[src/rtl/aes_trace_seq_pkg.sv]
// Shared types and constants for the AES trace-acquisition sequencer.
// Holds the FSM state enum, campaign mode codes and the LFSR polynomial.
package aes_trace_seq_pkg;

    typedef enum logic [2:0] {
        S_IDLE,
        S_LOAD,
        S_RUN,
        S_GAP,
        S_DONE
    } state_t;

    localparam logic [1:0] MODE_FIXED  = 2'd0;
    localparam logic [1:0] MODE_RANDOM = 2'd1;
    localparam logic [1:0] MODE_FVR    = 2'd2;

    // x^128 + x^29 + x^27 + x^2 + 1, low-order terms folded back on carry-out
    localparam logic [127:0] LFSR_TAPS    = 128'h2800_0005;
    localparam logic [127:0] DEFAULT_SEED = 128'h1;

    function automatic logic [127:0] lfsr_next(input logic [127:0] s);
        logic [127:0] sh;
        sh = {s[126:0], 1'b0};
        return s[127] ? (sh ^ LFSR_TAPS) : sh;
    endfunction

endpackage

[src/rtl/aes_seq_lfsr128.sv]
// 128-bit Galois LFSR used as the plaintext source for random traces.
// Ports: clk_i, rst_ni (async low), ld_i/seed_i reload, step_i advance, state_o.
module aes_seq_lfsr128
    import aes_trace_seq_pkg::*;
#(
    parameter logic [127:0] SEED = DEFAULT_SEED
) (
    input  logic         clk_i,
    input  logic         rst_ni,
    input  logic         ld_i,
    input  logic [127:0] seed_i,
    input  logic         step_i,
    output logic [127:0] state_o
);

    logic [127:0] state_q;

    always_ff @(posedge clk_i or negedge rst_ni) begin
        if (!rst_ni) begin
            state_q <= SEED;
        end else if (ld_i) begin
            state_q <= seed_i;
        end else if (step_i) begin
            state_q <= lfsr_next(state_q);
        end
    end

    assign state_o = state_q;

endmodule

[src/rtl/aes_trace_seq.sv]
// Stimulus sequencer driving AES_top through fixed / random / fixed-vs-random
// trace campaigns: AES_en windows, idle gaps, scope trigger, ciphertext capture.
// Ports: AES_clk/AES_rst_n, host config (start/abort/mode/num/pt/key),
// AES_top side (en/data_in/key_in, data_out_valid/data_out), status outputs.
// Optional watchdog on RUN enabled by defining AES_SEQ_TIMEOUT_EN.
module aes_trace_seq
    import aes_trace_seq_pkg::*;
#(
    parameter int           DATA_W     = 128,
    parameter int           CNT_W      = 16,
    parameter int           EN_HOLD    = 51,
    parameter int           GAP_CYCLES = 15,
    parameter logic [127:0] LFSR_SEED  = DEFAULT_SEED,
    parameter int           TIMEOUT    = 1024
) (
    input  logic              AES_clk,
    input  logic              AES_rst_n,
    input  logic              AES_start,
    input  logic              AES_abort,
    input  logic [1:0]        AES_mode,
    input  logic [CNT_W-1:0]  AES_num_traces,
    input  logic [DATA_W-1:0] AES_fixed_pt,
    input  logic [DATA_W-1:0] AES_cfg_key,
    output logic              AES_en,
    output logic [DATA_W-1:0] AES_data_in,
    output logic [DATA_W-1:0] AES_key_in,
    input  logic              AES_data_out_valid,
    input  logic [DATA_W-1:0] AES_data_out,
    output logic              AES_trig,
    output logic [DATA_W-1:0] AES_ct_out,
    output logic              AES_ct_valid,
    output logic [CNT_W-1:0]  AES_trace_idx,
    output logic              AES_busy,
    output logic              AES_done,
    output logic              AES_aborted,
    output logic              AES_timeout_err
);

    localparam int HW = $clog2(EN_HOLD + 1);
    localparam int GW = $clog2(GAP_CYCLES + 1);
    localparam logic [CNT_W-1:0] ONE = CNT_W'(1);

    // GAP is one cycle short of GAP_CYCLES because LOAD also keeps AES_en low
    if (LFSR_SEED == '0 || TIMEOUT < 1 || EN_HOLD < 1 || GAP_CYCLES < 2)
    begin : g_bad_param
        $error("aes_trace_seq: invalid parameter set");
    end

    state_t            state_q;
    logic              start_q;
    logic [1:0]        mode_q;
    logic [CNT_W-1:0]  num_q;
    logic [DATA_W-1:0] fix_q;
    logic [DATA_W-1:0] key_q;
    logic [CNT_W-1:0]  idx_q;
    logic [HW-1:0]     hold_q;
    logic [GW-1:0]     gap_q;
    logic              seen_q;
    logic              en_q, trig_q, ctv_q, busy_q, done_q, aborted_q;
    logic [DATA_W-1:0] din_q, kin_q, ct_q;
    logic [127:0]      lfsr_state;
    logic [DATA_W-1:0] pt_sel;
    logic              use_rnd;
    logic              lfsr_step;
    logic              hold_done;

`ifdef AES_SEQ_TIMEOUT_EN
    localparam int TW = $clog2(TIMEOUT + 1);
    logic [TW-1:0] wd_q;
    logic          tmo_q;
    assign AES_timeout_err = tmo_q;
`else
    assign AES_timeout_err = 1'b0;
`endif

    always_comb begin
        pt_sel  = fix_q;
        use_rnd = 1'b0;
        unique case (mode_q)
            MODE_RANDOM: use_rnd = 1'b1;
            MODE_FVR:    use_rnd = idx_q[0];
            default:     use_rnd = 1'b0;
        endcase
        if (use_rnd) pt_sel = DATA_W'(lfsr_state);
    end

    assign lfsr_step = (state_q == S_LOAD) && !AES_abort && use_rnd;
    assign hold_done = (hold_q == HW'(EN_HOLD - 1));

    aes_seq_lfsr128 #(.SEED(LFSR_SEED)) u_lfsr (
        .clk_i   (AES_clk),
        .rst_ni  (AES_rst_n),
        .ld_i    (1'b0),
        .seed_i  (LFSR_SEED),
        .step_i  (lfsr_step),
        .state_o (lfsr_state)
    );

    always_ff @(posedge AES_clk or negedge AES_rst_n) begin
        if (!AES_rst_n) begin
            state_q   <= S_IDLE;
            start_q   <= 1'b0;
            mode_q    <= '0;
            num_q     <= '0;
            fix_q     <= '0;
            key_q     <= '0;
            idx_q     <= '0;
            hold_q    <= '0;
            gap_q     <= '0;
            seen_q    <= 1'b0;
            en_q      <= 1'b0;
            trig_q    <= 1'b0;
            ctv_q     <= 1'b0;
            busy_q    <= 1'b0;
            done_q    <= 1'b0;
            aborted_q <= 1'b0;
            din_q     <= '0;
            kin_q     <= '0;
            ct_q      <= '0;
`ifdef AES_SEQ_TIMEOUT_EN
            wd_q      <= '0;
            tmo_q     <= 1'b0;
`endif
        end else begin
            trig_q <= 1'b0;
            ctv_q  <= 1'b0;
            done_q <= 1'b0;
            // start is registered so the FSM acts one cycle after the pulse
            start_q <= AES_start && (state_q == S_IDLE) && !start_q;
            if (AES_start && (state_q == S_IDLE) && !start_q) begin
                mode_q <= AES_mode;
                num_q  <= AES_num_traces;
                fix_q  <= AES_fixed_pt;
                key_q  <= AES_cfg_key;
            end
            unique case (state_q)
                S_IDLE: begin
                    if (start_q) begin
                        aborted_q <= 1'b0;
`ifdef AES_SEQ_TIMEOUT_EN
                        tmo_q     <= 1'b0;
`endif
                        idx_q     <= '0;
                        if (num_q == '0) begin
                            state_q <= S_DONE;
                        end else begin
                            busy_q  <= 1'b1;
                            state_q <= S_LOAD;
                        end
                    end
                end
                S_LOAD: begin
                    if (AES_abort) begin
                        en_q      <= 1'b0;
                        busy_q    <= 1'b0;
                        aborted_q <= 1'b1;
                        state_q   <= S_DONE;
                    end else begin
                        din_q   <= pt_sel;
                        kin_q   <= key_q;
                        en_q    <= 1'b1;
                        trig_q  <= 1'b1;
                        hold_q  <= '0;
                        seen_q  <= 1'b0;
`ifdef AES_SEQ_TIMEOUT_EN
                        wd_q    <= '0;
`endif
                        state_q <= S_RUN;
                    end
                end
                S_RUN: begin
                    if (AES_abort) begin
                        en_q      <= 1'b0;
                        busy_q    <= 1'b0;
                        aborted_q <= 1'b1;
                        state_q   <= S_DONE;
                    end
`ifdef AES_SEQ_TIMEOUT_EN
                    else if (!seen_q && !AES_data_out_valid &&
                             wd_q == TW'(TIMEOUT - 1)) begin
                        tmo_q   <= 1'b1;
                        en_q    <= 1'b0;
                        busy_q  <= 1'b0;
                        state_q <= S_DONE;
                    end
`endif
                    else begin
`ifdef AES_SEQ_TIMEOUT_EN
                        wd_q <= wd_q + 1'b1;
`endif
                        if (!hold_done) hold_q <= hold_q + 1'b1;
                        if (AES_data_out_valid && !seen_q) begin
                            ct_q   <= AES_data_out;
                            ctv_q  <= 1'b1;
                            seen_q <= 1'b1;
                        end
                        if (hold_done && (seen_q || AES_data_out_valid)) begin
                            en_q    <= 1'b0;
                            gap_q   <= '0;
                            state_q <= S_GAP;
                        end
                    end
                end
                S_GAP: begin
                    if (AES_abort) begin
                        busy_q    <= 1'b0;
                        aborted_q <= 1'b1;
                        state_q   <= S_DONE;
                    end else if (gap_q == GW'(GAP_CYCLES - 2)) begin
                        if (idx_q == num_q - ONE) begin
                            busy_q  <= 1'b0;
                            state_q <= S_DONE;
                        end else begin
                            idx_q   <= idx_q + ONE;
                            state_q <= S_LOAD;
                        end
                    end else begin
                        gap_q <= gap_q + 1'b1;
                    end
                end
                S_DONE: begin
                    done_q  <= 1'b1;
                    state_q <= S_IDLE;
                end
                default: state_q <= S_IDLE;
            endcase
        end
    end

    assign AES_en        = en_q;
    assign AES_data_in   = din_q;
    assign AES_key_in    = kin_q;
    assign AES_trig      = trig_q;
    assign AES_ct_out    = ct_q;
    assign AES_ct_valid  = ctv_q;
    assign AES_trace_idx = idx_q;
    assign AES_busy      = busy_q;
    assign AES_done      = done_q;
    assign AES_aborted   = aborted_q;

endmodule
[config.mk]
export PLATFORM = sky130hd
export DESIGN_NAME = aes_trace_seq
export DESIGN_NICKNAME = d
export VERILOG_FILES = /design/src/rtl/aes_trace_seq_pkg.sv /design/src/rtl/aes_seq_lfsr128.sv /design/src/rtl/aes_trace_seq.sv
export SDC_FILE = /design/constraint.sdc
export NUM_CORES = 1
export LEC_CHECK = 0
export ABC_AREA = 1
export BUFFER_PORTS_ARGS = -buffer_cell sky130_fd_sc_hd__clkbuf_2
export CAP_MARGIN = 20
export CORE_AREA = 3 3 314 316
export DETAILED_ROUTE_END_ITERATION = 7
export DIE_AREA = 0 0 317 319
export PLACE_DENSITY = 0.59
export SYNTH_ARGS = -nofsm -noshare
export SYNTH_HDL_FRONTEND = slang
export SYNTH_HIERARCHICAL = 1
export SYNTH_SLANG_ARGS = --single-unit
[constraint.sdc]
create_clock -name AES_clk -period 2.7 [get_ports AES_clk]
set_input_delay 0.54 -clock AES_clk [delete_from_list [all_inputs] [get_ports AES_clk]]
set_output_delay 0.54 -clock AES_clk [all_outputs]
set_load 0.005 [all_outputs]
==> metrics.md, run 1 <==
| Metric | Value |
|---|---|
| Register bit total from synthesis | 823 |
| Post-route ant nets | 0 |
| Die width | 317 um |
| Synth warnings | 6 |
| Min Tclk post-route | 2283 ps |
| Final Hold Viols | 0 |
| FMAX | 0.4380 GHz |
| CTS root buf | clkbuf_16 |
| P&R area growth vs syn | 27.67% |
| Adder-cell share of the synthesized area | 0.2935% |
| I/O Buffers | 812 |
| Tot Pwr | 47.96 mW |
| Worst setup margin | 417.0 ps |
| Vias | 28010 |
| Most frequent cell after synthesis | nand2_1 |
| Setup bufs post-CTS | 0 |
| CP endpoint kind | register |
| # IOs | 814 |
| Ys async rst share | 100.0% |
| Biggest area consumer among synthesized cells | dfrtp_1 |
| Slew Viols, Final | 0 |
| WS Path Type | register to register |
| Final std cells w/o fill | 6100 |
| Worst-Margin Slew | 742.1 ps |
| Sequential fraction of the synthesis area | 60.39% |
| Register area | 20600 um2 |
| Row count | 114 |
| Global-route usage over all layers | 21.43% |
| Hold_buf cts | 1 |
| HPWL after DPL | 80090 um |
| Placed Cells | 5925 |
| Syn avg cell area | 8.892 um2 |
| Pre-CTS setup slack | 403.8 ps |
| Drt pass-1 iters | 7 |
| Post-synth top flop | dfrtp_1 |
| Placer Congestion | 0.8891 |
| Worst-case vdd ir drop | 0.8658 mV |
| Clk Latency, worst-skew pair | 660 ps |
| Nets | 5159 |
| Area of placed instances | 40320 um2 |
| Final Cell Area | 43540 um2 |
| Initial antenna violation count | 14 |
| RSZ-0062 raised after global routing | false |
| Synth Area in Simple Gates | 23.18% |
| Largest net degree at the start of global routing | 156 |
| Post-synthesis compound-gate area fraction | 6.593% |
| Fraction of layout instances using a drive strength above 1 | 24.98% |
| Final core utilization | 45.22% |
| Post-synth EDFFs | 0 |
| Crit path launch type | register |
| Slew Limit Headroom | 50.52% |
| Grt total ovfl | 0 |
| Synth Area in XOR/XNOR | 0.4623% |
| Synth area leaders | dfrtp_1 (60%), nand2_1 (19%), o21ai_0 (4.4%) |
| H-tree depth | 3 |
| Core area | 96280 um2 |
| Netlist cell types | 39 |
| Final Cycle Share | 84.56% |
| # Max-Cap Violations | 0 |
| First-pass GRT wire length | 168500 um |
| Remaining DRCs | 0 |
| Power Density | 1102 nW/um2 |
| Synth Cell Area | 34100 um2 |
| Filler cell count in the final layout | 9503 |
| Crit path required time | 3270 ps |
| Multi-input logic area | 12310 um2 |
| Setup Skew | 22.25 ps |
| Total clock sinks | 823 |
| Synthesized netlist cell count | 3835 |
| Initial core utilization | 35.42% |
| Critical Path AT | 2860 ps |
| Top fanout value on the critical path | 16 |
| Leak | 22.97 nW |
| Vias in the first global route | 27875 |
| Wirelength per Cell | 18.04 um |
| HP Class | input port to register |
| Die Area | 101100 um2 |
| CTS max path bufs | 3 |
| Post-Route WL | 110100 um |
| Initial DRC Count | 2012 |
| Clk pin slew, worst setup/hold paths | 60 ps |
| Clock buffer count from CTS | 92 |
| Resized cells post-CTS | 0 |
| Synth top cells by count | nand2_1 (1703), dfrtp_1 (822), o21ai_0 (299) |
| Die Height | 319 um |
| Final setup viols | 0 |
| Largest family of logic cells by synthesized area | simple AND/OR/NAND/NOR gates |
| Top cell type's share of synthesized area | 60.32% |
| Post-synthesis mux area share | 3.962% |
| TNS Setup | 0 ps |
| Status | finished clean |
| Final hold slack | 75.41 ps |
| Vias per inst | 4.592 |
| CTS tree | done |
==> layout by cell type (no fill, tap or decap), types with 13 or more instances in the layout <==
cell type	n
o21ai_0	299
mux2_2	120
buf_12	27
xor2_1	13
a21oi_1	139
nor2_1	53
clkbuf_16	93
inv_1	205
buf_4	53
clkbuf_2	811
nand3_1	182
conb_1	133
nand2_1	1702
clkbuf_8	34
dfrtp_1	822
==> critical path, cell delays in order, from the launching register on <==
cell and delay (ps):
dfrtp_1 380, inv_2 100, ha_1 260, nand3_4 160
nor2_8 160, nand2_1 80, nand3_1 110, inv_1 50
nor2_1 100, nand2_1 70, nor2_2 180, nand3_4 200
nand2_4 220, nand2_1 70, nand2_1 70
==> cells by family after synthesis <==
group                    count (synthesis)
adder cells (fa/ha/maj)                  8
XOR/XNOR                                18
multiplexers                           120
AO/OA/AOI/OAI                          447
buffers and inverters                  422
AND/OR/NAND/NOR                       1995
flip-flops                             823
other                                    2
==> power breakdown <==
group / switching [mW] / leakage (nW) / total [mW] / internal [mW]
logic: 8.78 / 11.1 / 14.7 / 5.94
registers: 2.91 / 10.3 / 20.2 / 17.3
clock network: 5.23 / 1.57 / 13.1 / 7.82
total: 16.9 / 23.0 / 48.0 / 31.0
==> layout make-up <==
class	count	share of cell area, %
inverter	213	1.848
timing repair buffer	893	11.54
sequential	823	47.31
antenna	9	0.05173
tap	1276	3.667
multi-input combinational	2721	28.27
clock buffer	135	6.489
clock inverter	30	0.8363
==> worst paths after layout <==
| kind | cells after the start | end | start | slack, ps |
|---|---|---|---|---|
| worst max-delay path | 14 | AES_trace_idx[3] | num_q[0] | 420 |
| worst min-delay path | 3 | AES_ct_out[76] | AES_data_out[76] | 80 |
| worst max register to register | 14 | AES_trace_idx[3] | num_q[0] | 420 |
| worst min register to register | 2 | AES_key_in[6] | key_q[6] | 450 |
| max in group asynchronous | 3 | fix_q[42] | AES_rst_n | 1260 |
| min in group asynchronous | 2 | AES_data_in[88] | AES_rst_n | 430 |
==> sequential cells by signal, indices dropped and copies added (netlist names) <==
register        cells
AES_ct_out        128
AES_data_in       128
AES_key_in        128
fix_q             128
key_q             128
u_lfsr/state_o    128
AES_trace_idx      16
num_q              16
hold_q              6
gap_q               4
state_q             3
mode_q              2
AES_aborted         1
AES_busy            1
AES_ct_valid        1
AES_done            1
AES_en              1
AES_trig            1
seen_q              1
start_q             1
==> per-layer routing <==
metal  share of wire (%)  vias to the layer above  track usage [%]
met4                 2.6                       10            7.137
met5               0.052                        -                0
met3                 6.5                      158            4.828
li1                    -                    13791                -
met1                  43                    13360            27.99
met2                  48                      691            35.20
Power figures use the tool's default switching activity.
==> inputs of run 2 (changes only) <==
- clock period: 2.7 -> 2.38 ns (I/O delays scaled with it)
==> run 2 against run 1 <==
Via count rose by 5.3%. Combinational power rose by 18%. Worst hold slack got worse by 36 ps. Critical path depth fell by 5. Wire length rose by 3.4%. Cell area rose by 4.9%. Critical path type unchanged. Critical endpoint is now u_lfsr/state_o[68].
==> metrics.md, run 2 (synthesis results as in run 1) <==
| Metric | Value |
|---|---|
| Largest delay share family, worst path | simple AND/OR/NAND/NOR gates |
| Slew Limit Headroom | 48.45% (-2.1 points) |
| # Max-Cap Violations | 0 (unchanged) |
| Met1 WL | 47820 um (+1.4%) |
| Final core utilization | 47.45% (+2.2 points) |
| Sink of the worst hold path | fix_q[51] |
| Final hold slack | 39.43 ps (-35.98 ps) |
| Remaining DRCs | 0 (unchanged) |
| Worst-Margin Slew | 772.4 ps (+30.28 ps) |
| Area of placed instances | 40430 um2 (+0.27%) |
| Die Area | 101100 um2 (unchanged) |
| Row count | 114 (unchanged) |
| R2r startpoint | mode_q[0] |
| RSZ-0062 raised after global routing | false |
| TNS Setup | 0 ps (unchanged) |
| Buf/Inv on CP | 3 (+1) |
| Slew Viols, Final | 0 (unchanged) |
| Wirelength per Cell | 18.01 um (-0.16%) |
| Die width | 317 um (unchanged) |
| Slowest-stage cell, CP | dfrtp_1 |
| Vias in the first global route | 29030 (+4.1%) |
| R2R depth | 9 (-5) |
| Critical Path AT | 2800 ps (-60 ps) |
| Most frequent cells in the layout | nand2_1 (1702), dfrtp_1 (822), clkbuf_2 (811), o21ai_0 (299), dlygate4sd3_1 (206) |
| Met3 WL | 7627 um (+7.2%) |
| HPWL after DPL | 80520 um (+0.54%) |
| Power Density | 1202 nW/um2 (+9.1%) |
| Crit path launch type | register |
| Clk pin slew, worst setup/hold paths | 60 ps (about the same) |
| Leak | 23.86 nW (+3.9%) |
| Vias per inst | 4.669 (+1.7%) |
| CTS root buf | clkbuf_16 |
| FMAX | 0.4514 GHz (+3.1%) |
| WS Path Type | register to register |
| Status | finished clean |
| Drt pass-1 iters | 8 (+1) |
| Grt total ovfl | 0 (unchanged) |
| Clk Latency, worst-skew pair | 650 ps (about the same) |
| Crit path required time | 2960 ps (-310 ps) |
| Largest net degree at the start of global routing | 141 (-9.6%) |
| Die Height | 319 um (unchanged) |
| Hold Crit Start | AES_fixed_pt[51] |
| Flop-to-flop setup slack | 160 ps (-250 ps) |
| Worst setup margin | 164.7 ps (-252.3 ps) |
| I/O Buffers | 812 (unchanged) |
| Routed wl met2 | 54050 um (+2.2%) |
| Global-route usage over all layers | 21.88% (+0.44 points) |
| P&R area growth vs syn | 33.96% |
| Most used cell, CP | inv_1 |
| Critical-path cell list | inv_1 > ha_1 > or2_4 > nor2_2 > inv_1 > nor2_4 > buf_12 > nand2_1 > nand3_1 |
| Initial DRC Count | 2127 (+5.7%) |
| Commonest non-fill, non-tap cell in the layout | nand2_1 |
| Worst-case vdd ir drop | 0.7846 mV (-9.4%) |
| CP peak stage delay | 350 ps (-30 ps) |
| Post-Route WL | 113800 um (+3.4%) |
| H-tree depth | 3 (unchanged) |
| Setup Skew | 24.16 ps (+1.910 ps) |
| Post-route ant nets | 0 (unchanged) |
| HP Class | input port to register |
| Final Cycle Share | 93.08% (+8.5 points) |
| Final Cell Area | 45690 um2 (+4.9%) |
| # IOs | 814 (unchanged) |
| Hold depth | 3 (unchanged) |
| Total clock sinks | 823 (unchanged) |
| Placer Congestion | 0.9016 (+1.4%) |
| CTS tree | done |
| Final setup viols | 0 (unchanged) |
| Core area | 96280 um2 (unchanged) |
| CP endpoint kind | register |
| Initial core utilization | 35.42% (unchanged) |
| Vias | 29502 (+5.3%) |
| Initial antenna violation count | 15 (+1) |
| Max Used Layer | met5 |
| First-pass GRT wire length | 172900 um (+2.6%) |
| Fraction of layout instances using a drive strength above 1 | 23.99% (-1.0 points) |
| Final Hold Viols | 0 (unchanged) |
| Pre-CTS setup slack | 83.43 ps (-320.4 ps) |
| Min Tclk post-route | 2215 ps (-67.73 ps) |
| Worst R2R End | u_lfsr/state_o[68] |
| CTS max path bufs | 3 (unchanged) |
| Nets | 5380 (+4.3%) |
| Clock buffer count from CTS | 91 (-1.1%) |
| Top fanout value on the critical path | 88 (+72) |
==> run 2: layer usage <==
| layer | track usage [%] | vias up |
|---|---|---|
| met2 | 35.75 | 888 |
| li1 | - | 14259 |
| met5 | 0 | - |
| met4 | 8.226 | 8 |
| met1 | 28.23 | 14120 |
| met3 | 5.082 | 227 |
==> run 2: worst max path at each step <==
stage	from	end	slack, ps	depth (start not counted)
detailed placement	mode_q[0]	u_lfsr/state_o[9]	80	9
finish	mode_q[0]	u_lfsr/state_o[68]	160	9
global placement	mode_q[0]	u_lfsr/state_o[19]	120	9
CTS	num_q[0]	AES_trace_idx[11]	60	14
global route	num_q[1]	AES_trace_idx[2]	7	16
floorplan	state_q[0]	u_lfsr/state_o[101]	310	12
==> run 2: stage by stage <==
stage               total power, mW  instances
detailed placement            40.07       5933
CTS                           55.25       6299
floorplan                     31.76       3966
global route                  58.69       6318
global placement              39.73       5933
finish                        54.90       6319
==> run 2: cell type report <==
type / count / area, um2
fill: 9195 / 50590
multi-input combinational: 2724 / 12370
clock buffer: 127 / 2594
sequential: 823 / 20600
inverter: 213 / 804.5
timing repair buffer: 1112 / 7229
tap: 1276 / 1597
antenna: 11 / 27.53
clock inverter: 33 / 469.2
==> run 2: where the power goes <==
part,internal (mW),switching (mW)
Clock,8.69,5.88
Sequential,19.6,3.43
Combinational,7.11,10.2
Total,35.4,19.5
==> run 2: tightest hold or removal path: cells and delay by family <==
family / cells / cell delay [ps]
buf+inv: 1 / 80
compound gates: 1 / 60
simple gates: 1 / 40
==> run 2: repair_timing <==
action                                 CTS  global route
setup buffers                            0             6
hold buffers                           206             0
endpoints found under the hold margin  227             0
gates resized for setup                  0             7
setup endpoints to repair                0           114
